==> config.mk <==
export PLATFORM = sky130hd
export DESIGN_NAME = fp_issue_ctrl_flat
export DESIGN_NICKNAME = d
export VERILOG_FILES = /design/src/rtl/fp_pkg.sv /design/src/rtl/fp_issue_ctrl_if.sv /design/src/rtl/fp_issue_ctrl_watchdog_cnt.sv /design/src/rtl/fp_issue_ctrl.sv /design/src/flat_wrapper.sv
export SDC_FILE = /design/constraint.sdc
export NUM_CORES = 1
export LEC_CHECK = 0
export ABC_CLOCK_PERIOD_IN_PS = 6850
export CAP_MARGIN = 5
export CORE_MARGIN = 1.5
export CORE_UTILIZATION = 25
export DETAILED_ROUTE_END_ITERATION = 10
export GPL_ROUTABILITY_DRIVEN = 0
export PLACE_DENSITY = 0.5
export RECOVER_POWER = 100
export SLEW_MARGIN = 10
export SYNTH_ARGS = -nofsm -noshare
export SYNTH_HDL_FRONTEND = slang
export SYNTH_SLANG_ARGS = --single-unit
==> constraint.sdc <==
create_clock -name clk -period 6.85 [get_ports clk]
set_input_delay 1.37 -clock clk [delete_from_list [all_inputs] [get_ports clk]]
set_output_delay 1.37 -clock clk [all_outputs]
set_load 0.1 [all_outputs]
==> src/rtl/fp_pkg.sv <==
// fp_pkg: state encoding, flag positions and canonical NaNs shared by the FP issue path.
package fp_pkg;
    typedef enum logic [1:0] {S_IDLE = 2'd0, S_ISSUE = 2'd1, S_WAIT = 2'd2, S_RESP = 2'd3} state_e;
    localparam logic [1:0] ST_IDLE  = S_IDLE;
    localparam logic [1:0] ST_ISSUE = S_ISSUE;
    localparam logic [1:0] ST_WAIT  = S_WAIT;
    localparam logic [1:0] ST_RESP  = S_RESP;
    localparam int FLAG_NV = 4;
    localparam int FLAG_DZ = 3;
    localparam int FLAG_OF = 2;
    localparam int FLAG_UF = 1;
    localparam int FLAG_NX = 0;
    localparam logic [31:0] QNAN_SP = 32'h7FC0_0000;
    localparam logic [15:0] QNAN_HP = 16'h7E00;
    localparam logic MODE_SINGLE = 1'b1;
    localparam logic MODE_HALF   = 1'b0;

    function automatic logic [31:0] fit_mode(input logic mode, input logic [31:0] v);
        return mode == MODE_SINGLE ? v : {16'h0, v[15:0]};
    endfunction

    function automatic logic [31:0] qnan(input logic mode);
        return mode == MODE_SINGLE ? QNAN_SP : {16'h0, QNAN_HP};
    endfunction
endpackage

==> src/rtl/fp_issue_ctrl_if.sv <==
// fp_issue_ctrl_if: request, adder and response signals of the FP issue controller.
interface fp_issue_ctrl_if #(
    parameter int TAG_W = 4
);
    logic             req_valid;
    logic             req_ready;
    logic [31:0]      req_a;
    logic [31:0]      req_b;
    logic             req_sub;
    logic             req_mode_fp;
    logic             req_round_mode;
    logic [TAG_W-1:0] req_tag;
    logic             add_start;
    logic [31:0]      add_op_a;
    logic [31:0]      add_op_b;
    logic             add_sub;
    logic             add_mode_fp;
    logic             add_round_mode;
    logic             add_ready_out;
    logic             add_ready_in;
    logic             add_valid_out;
    logic [31:0]      add_result;
    logic [4:0]       add_flags;
    logic             rsp_valid;
    logic             rsp_ready;
    logic [31:0]      rsp_result;
    logic [4:0]       rsp_flags;
    logic [TAG_W-1:0] rsp_tag;
    logic [4:0]       flags_sticky;
    logic             flags_clr;
    logic             timeout_err;
    logic [15:0]      op_count;

    // controller side
    modport slave (
        input  req_valid, req_a, req_b, req_sub, req_mode_fp, req_round_mode, req_tag,
        input  add_ready_out, add_valid_out, add_result, add_flags,
        input  rsp_ready, flags_clr,
        output req_ready, add_start, add_op_a, add_op_b, add_sub, add_mode_fp, add_round_mode,
        output add_ready_in, rsp_valid, rsp_result, rsp_flags, rsp_tag,
        output flags_sticky, timeout_err, op_count
    );

    // sequencer / adder side
    modport master (
        output req_valid, req_a, req_b, req_sub, req_mode_fp, req_round_mode, req_tag,
        output add_ready_out, add_valid_out, add_result, add_flags,
        output rsp_ready, flags_clr,
        input  req_ready, add_start, add_op_a, add_op_b, add_sub, add_mode_fp, add_round_mode,
        input  add_ready_in, rsp_valid, rsp_result, rsp_flags, rsp_tag,
        input  flags_sticky, timeout_err, op_count
    );
endinterface

==> src/rtl/fp_issue_ctrl_watchdog_cnt.sv <==
// watchdog_cnt: loadable down-counter that flags expiry when one tick remains.
module watchdog_cnt #(
    parameter int W = 16
) (
    input  logic         clk,
    input  logic         rst_n,
    input  logic         load,
    input  logic [W-1:0] load_val,
    input  logic         en,
    output logic         expired
);
    logic [W-1:0] cnt;

    always_ff @(posedge clk or negedge rst_n) begin
        if (!rst_n) cnt <= '0;
        else if (load) cnt <= load_val;
        else if (en && cnt != '0) cnt <= cnt - 1'b1;
    end

    // expiry is acted on at the edge that would consume the last tick
    assign expired = en && cnt == W'(1);
endmodule

==> src/rtl/fp_issue_ctrl.sv <==
// fp_issue_ctrl: issues one tagged request at a time to fp_adder and returns the result,
// keeping sticky flags, a completion count and a watchdog that substitutes a qNaN.
module fp_issue_ctrl
    import fp_pkg::*;
#(
    parameter int TAG_W   = 4,
    parameter int TIMEOUT = 64
) (
    input logic            clk,
    input logic            rst_n,
    fp_issue_ctrl_if.slave bus
);
    logic [1:0]       state, state_nxt;
    logic [31:0]      op_a, op_b, rsp_result;
    logic             sub, mode_fp, round_mode, timeout_err;
    logic [TAG_W-1:0] tag;
    logic [4:0]       rsp_flags, flags_sticky, cap_flags;
    logic [15:0]      op_count;
    logic             accept, busy, expired, capture, expire, resp_enter;

    assign accept     = state == ST_IDLE && bus.req_valid;
    assign busy       = state == ST_ISSUE || state == ST_WAIT;
    assign capture    = state == ST_WAIT && bus.add_valid_out;
    // a result arriving on the expiry edge still wins
    assign expire     = busy && expired && !capture;
    assign resp_enter = capture || expire;
    assign cap_flags  = capture ? bus.add_flags : 5'(1 << FLAG_NV);

    watchdog_cnt #(.W(16)) u_wd (
        .clk      (clk),
        .rst_n    (rst_n),
        .load     (accept),
        .load_val (16'(TIMEOUT)),
        .en       (busy),
        .expired  (expired)
    );

    always_comb begin
        state_nxt = state == ST_IDLE  ? (bus.req_valid ? ST_ISSUE : ST_IDLE) :
                    resp_enter        ? ST_RESP :
                    state == ST_ISSUE ? (bus.add_ready_out ? ST_WAIT : ST_ISSUE) :
                    state == ST_RESP  ? (bus.rsp_ready ? ST_IDLE : ST_RESP) : state;
    end

    always_ff @(posedge clk or negedge rst_n) begin
        if (!rst_n) begin
            state        <= ST_IDLE;
            op_a         <= '0;
            op_b         <= '0;
            sub          <= 1'b0;
            mode_fp      <= 1'b0;
            round_mode   <= 1'b0;
            tag          <= '0;
            rsp_result   <= '0;
            rsp_flags    <= '0;
            flags_sticky <= '0;
            timeout_err  <= 1'b0;
            op_count     <= '0;
        end else begin
            state <= state_nxt;
            if (accept) begin
                op_a       <= fit_mode(bus.req_mode_fp, bus.req_a);
                op_b       <= fit_mode(bus.req_mode_fp, bus.req_b);
                sub        <= bus.req_sub;
                mode_fp    <= bus.req_mode_fp;
                round_mode <= bus.req_round_mode;
                tag        <= bus.req_tag;
            end
            // a clear coinciding with a capture leaves exactly the new flags
            if (resp_enter) begin
                rsp_result   <= capture ? fit_mode(mode_fp, bus.add_result) : qnan(mode_fp);
                rsp_flags    <= cap_flags;
                flags_sticky <= (bus.flags_clr ? 5'h0 : flags_sticky) | cap_flags;
                timeout_err  <= (bus.flags_clr ? 1'b0 : timeout_err) | expire;
                op_count     <= op_count + 16'd1;
            end else if (bus.flags_clr) begin
                flags_sticky <= '0;
                timeout_err  <= 1'b0;
            end
        end
    end

    assign bus.req_ready      = state == ST_IDLE;
    assign bus.add_start      = state == ST_ISSUE;
    assign bus.add_ready_in   = state == ST_WAIT;
    assign bus.rsp_valid      = state == ST_RESP;
    assign bus.add_op_a       = op_a;
    assign bus.add_op_b       = op_b;
    assign bus.add_sub        = sub;
    assign bus.add_mode_fp    = mode_fp;
    assign bus.add_round_mode = round_mode;
    assign bus.rsp_result     = rsp_result;
    assign bus.rsp_flags      = rsp_flags;
    assign bus.rsp_tag        = tag;
    assign bus.flags_sticky   = flags_sticky;
    assign bus.timeout_err    = timeout_err;
    assign bus.op_count       = op_count;
endmodule

==> src/flat_wrapper.sv <==
// flat-port wrapper written by rule: the top's interface ports become plain ports
module fp_issue_ctrl_flat import fp_pkg::*;
#(
    parameter int TAG_W   = 4,
    parameter int TIMEOUT = 64
)
  (clk, rst_n, bus_req_valid, bus_req_a, bus_req_b, bus_req_sub, bus_req_mode_fp, bus_req_round_mode, bus_req_tag, bus_add_ready_out, bus_add_valid_out, bus_add_result, bus_add_flags, bus_rsp_ready, bus_flags_clr, bus_req_ready, bus_add_start, bus_add_op_a, bus_add_op_b, bus_add_sub, bus_add_mode_fp, bus_add_round_mode, bus_add_ready_in, bus_rsp_valid, bus_rsp_result, bus_rsp_flags, bus_rsp_tag, bus_flags_sticky, bus_timeout_err, bus_op_count);
  fp_issue_ctrl_if #(.TAG_W(TAG_W)) bus_i ();
  input logic clk;
  input logic rst_n;
  input wire logic [$bits(bus_i.req_valid)-1:0] bus_req_valid;
  input wire logic [$bits(bus_i.req_a)-1:0] bus_req_a;
  input wire logic [$bits(bus_i.req_b)-1:0] bus_req_b;
  input wire logic [$bits(bus_i.req_sub)-1:0] bus_req_sub;
  input wire logic [$bits(bus_i.req_mode_fp)-1:0] bus_req_mode_fp;
  input wire logic [$bits(bus_i.req_round_mode)-1:0] bus_req_round_mode;
  input wire logic [$bits(bus_i.req_tag)-1:0] bus_req_tag;
  input wire logic [$bits(bus_i.add_ready_out)-1:0] bus_add_ready_out;
  input wire logic [$bits(bus_i.add_valid_out)-1:0] bus_add_valid_out;
  input wire logic [$bits(bus_i.add_result)-1:0] bus_add_result;
  input wire logic [$bits(bus_i.add_flags)-1:0] bus_add_flags;
  input wire logic [$bits(bus_i.rsp_ready)-1:0] bus_rsp_ready;
  input wire logic [$bits(bus_i.flags_clr)-1:0] bus_flags_clr;
  output wire logic [$bits(bus_i.req_ready)-1:0] bus_req_ready;
  output wire logic [$bits(bus_i.add_start)-1:0] bus_add_start;
  output wire logic [$bits(bus_i.add_op_a)-1:0] bus_add_op_a;
  output wire logic [$bits(bus_i.add_op_b)-1:0] bus_add_op_b;
  output wire logic [$bits(bus_i.add_sub)-1:0] bus_add_sub;
  output wire logic [$bits(bus_i.add_mode_fp)-1:0] bus_add_mode_fp;
  output wire logic [$bits(bus_i.add_round_mode)-1:0] bus_add_round_mode;
  output wire logic [$bits(bus_i.add_ready_in)-1:0] bus_add_ready_in;
  output wire logic [$bits(bus_i.rsp_valid)-1:0] bus_rsp_valid;
  output wire logic [$bits(bus_i.rsp_result)-1:0] bus_rsp_result;
  output wire logic [$bits(bus_i.rsp_flags)-1:0] bus_rsp_flags;
  output wire logic [$bits(bus_i.rsp_tag)-1:0] bus_rsp_tag;
  output wire logic [$bits(bus_i.flags_sticky)-1:0] bus_flags_sticky;
  output wire logic [$bits(bus_i.timeout_err)-1:0] bus_timeout_err;
  output wire logic [$bits(bus_i.op_count)-1:0] bus_op_count;
  assign bus_i.req_valid = bus_req_valid;
  assign bus_i.req_a = bus_req_a;
  assign bus_i.req_b = bus_req_b;
  assign bus_i.req_sub = bus_req_sub;
  assign bus_i.req_mode_fp = bus_req_mode_fp;
  assign bus_i.req_round_mode = bus_req_round_mode;
  assign bus_i.req_tag = bus_req_tag;
  assign bus_i.add_ready_out = bus_add_ready_out;
  assign bus_i.add_valid_out = bus_add_valid_out;
  assign bus_i.add_result = bus_add_result;
  assign bus_i.add_flags = bus_add_flags;
  assign bus_i.rsp_ready = bus_rsp_ready;
  assign bus_i.flags_clr = bus_flags_clr;
  assign bus_req_ready = bus_i.req_ready;
  assign bus_add_start = bus_i.add_start;
  assign bus_add_op_a = bus_i.add_op_a;
  assign bus_add_op_b = bus_i.add_op_b;
  assign bus_add_sub = bus_i.add_sub;
  assign bus_add_mode_fp = bus_i.add_mode_fp;
  assign bus_add_round_mode = bus_i.add_round_mode;
  assign bus_add_ready_in = bus_i.add_ready_in;
  assign bus_rsp_valid = bus_i.rsp_valid;
  assign bus_rsp_result = bus_i.rsp_result;
  assign bus_rsp_flags = bus_i.rsp_flags;
  assign bus_rsp_tag = bus_i.rsp_tag;
  assign bus_flags_sticky = bus_i.flags_sticky;
  assign bus_timeout_err = bus_i.timeout_err;
  assign bus_op_count = bus_i.op_count;
  fp_issue_ctrl #(.TAG_W(TAG_W), .TIMEOUT(TIMEOUT)) u_core (.clk(clk), .rst_n(rst_n), .bus(bus_i));
endmodule
# Word-level counts from Yosys, hierarchy flattened
# Cells that the tools add are included.
# classes
addsub	2
n_bitwise	2
n_eq_ne	4
muxes	19
reduce_logical	13
# ops
op	n
2-to-1 mux 32 bit	4
2-to-1 mux 16 bit	2
2-to-1 mux 31 bit	1
adder 16 x 1 -> 16 bit (second input constant)	1
equality test 16 x 1 -> 1 bit (second input constant)	1
nonzero test 16 bit	1
subtractor 16 x 1 -> 16 bit (second input constant)	1
2-to-1 mux 5 bit	3
2-to-1 mux 2 bit	6
logical AND 1 bit	6
bitwise OR 5 bit	1
equality test 2 bit (second input constant)	2
nonzero test 4 bit	1
2-to-1 mux 1 bit	3
equality test 2 x 1 -> 1 bit (second input constant)	1
logical NOT 2 bit	1
logical OR 1 bit	2
nonzero test 2 bit	1
logical NOT 1 bit	1
bitwise OR 1 bit	1
# word_totals
elab_cells	53
output_inout_bits	134
reg_bits	148

# Depth between registers and ports, before layout
# depth
depth_word	8
mapped_depth	8

# Cells and area by module
# A second synthesis with hierarchy kept.
# unflattened
cells_unflattened	566
hier_area_um2	6299.8
# modules_own_cells
mod	area_per_inst_um2	instances	seq_area_each_um2	cells_each
fp_issue_ctrl	5226.3	1	3303.2	440
watchdog_cnt	1073.5	1	400.4	126

# Worst setup path after synthesis
# OpenSTA, ideal clock, no wires.
# synth_timing
kind	flip-flop to output port
startpoint	register u_core.state[0]
endpoint	output port bus_req_ready
arrival_time_ps	1313
slack_ps	4167
path_buffers	0
required_time_ps	5480
stages_incl_launch_ff	3
path_cell_list	dfrtp_1 inv_1 ha_1
# synth_between
elab_chain_len	1
# synth_lines
item	line_no	text
from (decl)	fp_issue_ctrl.sv:13	logic [1:0] state, state_nxt;
from (signal assigned)	fp_issue_ctrl.sv:60	state <= state_nxt;
logical NOT 2 bit	fp_issue_ctrl.sv:83	assign bus.req_ready = state == ST_IDLE;
to (decl)	flat_wrapper.sv:24	output wire logic [$bits(bus_i.req_ready)-1:0] bus_req_ready;
# Every way passes these cells.

# Worst setup path after layout
# layout_timing
startpoint	input port bus_req_valid
endpoint	register u_core.op_b[14], in the netlist u_core.bus.add_op_b[14]
# layout_between
elab_chain_len	1
# layout_lines
item	line_no	text
from (decl)	flat_wrapper.sv:11	input wire logic [$bits(bus_i.req_valid)-1:0] bus_req_valid;
logical AND 1 bit	fp_issue_ctrl.sv:21	assign accept = state == ST_IDLE && bus.req_valid;
to (signal assigned)	fp_issue_ctrl.sv:63	op_b <= fit_mode(bus.req_mode_fp, bus.req_b);
to (decl)	fp_issue_ctrl.sv:14	logic [31:0] op_a, op_b, rsp_result;
# Every way passes these cells.
# A chain may end at the register's enable or synchronous reset.

==> results_dict.tcl <==
set metrics [dict create \
    fin_crit_sh_pct 62.6 \
    postCtsHoldBufs 0 \
    coreArea_mm2 0.0242 \
    synth_seq_cells 148 \
    grt_pass1_wl_um 29800 \
    syn_area_mm2 0.00616 \
    r2r-end "u_core.bus.add_op_b[14]$_DFFE_PN0P_" \
    first_pass_iters 4 \
    endpoint "u_core.bus.add_op_b[14]$_DFFE_PN0P_" \
    postCtsSetupBuffers 0 \
    cts_made_buffers 17 \
    die_x_um 160 \
    startpoint "bus_req_valid" \
    hp-class "reg2reg" \
    fp.dieArea_mm2 0.0256 \
    drv_slew 95 \
    drtAntennaViolNets 0 \
    dr.max_layer_used "met4" \
    m1WireLength_um 8460 \
    vias 5253 \
    wire_per_inst_um 15.1 \
    critPathRequiredTime_ps 7200 \
    period_needed_ps 4290 \
    arrival_ps 4640 \
    start_util_pct 25.4 \
    rsz0062_at_grt "no" \
    r2r_slack_ps 3320 \
    clockBufferDepth 2 \
    maxCapViolCount 2 \
    clock.fmax_mhz 233 \
    worstReg2RegStart "u_core.state[0]$_DFFE_PN0P_" \
    worst_pin_slew_ps 2500 \
    dpl_cell_area_mm2 0.00897 \
    drt_iter0_drc 261 \
    yosysWarnings 0 \
    antenna_found_initial 1 \
    via_per_inst 4.29 \
    status "finished with violations" \
    cts_resized 0 \
    fin_nets 1008 \
    rows 57 \
    cts.sink_count 148 \
    cp_max_fo 55 \
    routed_wl_um 18500 \
    cts-root-buf "clkbuf_16" \
    grt_max_degree 82 \
    holdWs_ps 457 \
    grtUsageTotal_pct 14.7 \
    area_delta_synth_final_pct 55.1 \
    wl_met2_um 8050 \
    layout-drive-gt1-share_pct 5.01 \
    fin_util_pct 39.4 \
    critPathLaunchType "primary input" \
    drc 0 \
    path_clk_slew_ps 70 \
    grt_pass1_vias 5257 \
    wl_met3_um 1850 \
    fillers 2454 \
    die_h_um 160 \
    cts_tree "built" \
    dp_hpwl_um 12600 \
    setup-violations-final 0 \
    ff2ff_path_depth 6 \
    clk_latency_ps 420 \
    timing.setup.tns_ps 0 \
    overflow 0 \
    end_kind "register" \
    numPortBuffers 248 \
    postSynthCellCount 648 \
    max_slew_margin_pct -66.7 \
    syn-num-nets 770 \
    hold_viol 0 \
    violations "capacitance limit, slew limit" \
    htreeDepth 4 \
    synth.distinct_cells 39 \
    finClkSkew_ps 10.3 \
    boundaryPins 249 \
    worstSetupPathType "in2reg" \
    synth_seq_area_share_pct 60.1 \
    stdcell_area_mm2 0.00956 \
    avgSynthCellArea_um2 9.51 \
]
logic make-up after synthesis:
kind of cell             after synthesis  synth area share, %
XOR/XNOR                              28                 3.98
flip-flops                           148                 60.1
AND/OR/NAND/NOR                      358                 24.9
AO/OA/AOI/OAI                         60                 6.48
multiplexers                           2                0.365
buffers and inverters                 45                 2.74
adder cells (fa/ha/maj)                7                 1.42
metrics by stage:
stage / worst slack [ps] / std cells
5_1_grt: 2110 / 1224
6_report: 2560 / 1224
2_1_floorplan: 4170 / 648
3_5_place_dp: 3500 / 1191
4_1_cts: 3040 / 1223
3_3_place_gp: 3510 / 1191
worst max-delay path: stages:
cell and delay [ps]:
dlygate4sd3_1 560, nand2_1 550, clkbuf_1 1840, nand2_1 160, nand2_1 140
flip-flops by register name, summed over array words and instances, names as in the netlist:
signal and count:
u_core.bus.add_mode_fp 1, u_core.bus.add_op_a 32, u_core.bus.add_op_b 32, u_core.bus.add_round_mode 1, u_core.bus.add_sub 1, u_core.bus.flags_sticky 5, u_core.bus.op_count 16, u_core.bus.rsp_flags 5
u_core.bus.rsp_result 32, u_core.bus.rsp_tag 4, u_core.bus.timeout_err 1, u_core.state 2, u_core.u_wd.cnt 16
cell usage after synthesis:
cell type	count	area [um^2]
a21oi_1	11	55.1
nor4b_1	1	8.76
nand2b_1	1	6.26
or4_4	2	22.5
a211oi_2	1	12.5
a2111o_1	1	11.3
or3b_2	1	8.76
a2111oi_0	2	17.5
or4_2	1	8.76
or3_1	3	18.8
a21bo_2	1	10.0
a22o_1	16	140
nor4_1	7	43.8
nor4b_2	1	15.0
xnor2_1	25	219
nand3_1	43	215
nor3_1	4	20.0
dfrtp_1	148	3700
nand2_1	253	950
and3_1	5	31.3
and2_1	4	25.0
inv_1	10	37.5
a31oi_1	1	6.26
nand4_1	2	12.5
a211oi_1	2	15.0
mux2_2	2	22.5
nor2b_1	1	6.26
and2_0	1	6.26
ha_1	7	87.6
o21ai_0	23	115
nor3_2	1	10.0
xor2_1	3	26.3
nor4bb_1	1	10.0
and4_1	4	35.0
o21a_1	1	7.51
nor2_1	22	82.6
buf_1	7	26.3
clkbuf_1	28	105
a211o_1	1	8.76
layout make-up:
cell class	instances	area, um^2	share of cell area, %
antenna	1	2.50	0.0262
clock buffer	19	443	4.63
clock inverter	13	164	1.71
inverter	10	37.5	0.393
multi-input combinational	455	2290	23.9
sequential	148	3700	38.7
tap	324	405	4.24
timing repair buffer	254	2520	26.3
worst min-delay path by stage:
| stage | from | end | slack (ps) | cells after the start |
|---|---|---|---|---|
| after floorplan | u_core.u_wd.cnt[5]$_DFFE_PN0P_ | u_core.u_wd.cnt[5]$_DFFE_PN0P_ | 530 | 2 |
| after global placement | u_core.bus.add_op_b[30]$_DFFE_PN0P_ | u_core.bus.add_op_b[30]$_DFFE_PN0P_ | 450 | 2 |
| after detailed placement | u_core.bus.add_op_b[30]$_DFFE_PN0P_ | u_core.bus.add_op_b[30]$_DFFE_PN0P_ | 460 | 2 |
| after CTS | u_core.bus.add_op_b[22]$_DFFE_PN0P_ | u_core.bus.add_op_b[22]$_DFFE_PN0P_ | 470 | 2 |
| after global routing | u_core.bus.add_op_b[22]$_DFFE_PN0P_ | u_core.bus.add_op_b[22]$_DFFE_PN0P_ | 480 | 2 |
| final | u_core.bus.add_op_b[30]$_DFFE_PN0P_ | u_core.bus.add_op_b[30]$_DFFE_PN0P_ | 460 | 2 |
cell usage in the layout, fill, tap and decap left out, types with 2 or more instances in the layout:
cell type,instances
xor2_1,3
and3_1,5
mux2_2,2
buf_4,3
nand4_1,2
and2_0,2
a21oi_1,11
a211oi_1,3
a2111oi_0,2
and4_1,4
or4_4,2
clkinvlp_4,2
xnor2_1,25
and2_1,3
nand2_1,253
inv_1,10
inv_6,3
clkbuf_1,4
bufinv_16,2
clkdlybuf4s50_1,111
dfrtp_1,148
dlygate4sd3_1,136
nor2_1,21
nor4_1,7
a22o_1,16
or3_1,3
inv_8,4
ha_1,7
clkbuf_16,17
nand3_1,43
nor3_1,4
clkinv_4,2
o21ai_0,23
per-layer routing:
metal  vias to the layer above  global-route usage, %
li1                       2605                      -
met1                      2452                   19.6
met2                       187                   22.0
met3                         9                   6.83
met4                         0                   3.02
met5                         -                      0
Power is left out: the tool's default activity adds up to more than one toggle a clock period on the data nets, which glitch-free logic cannot reach.
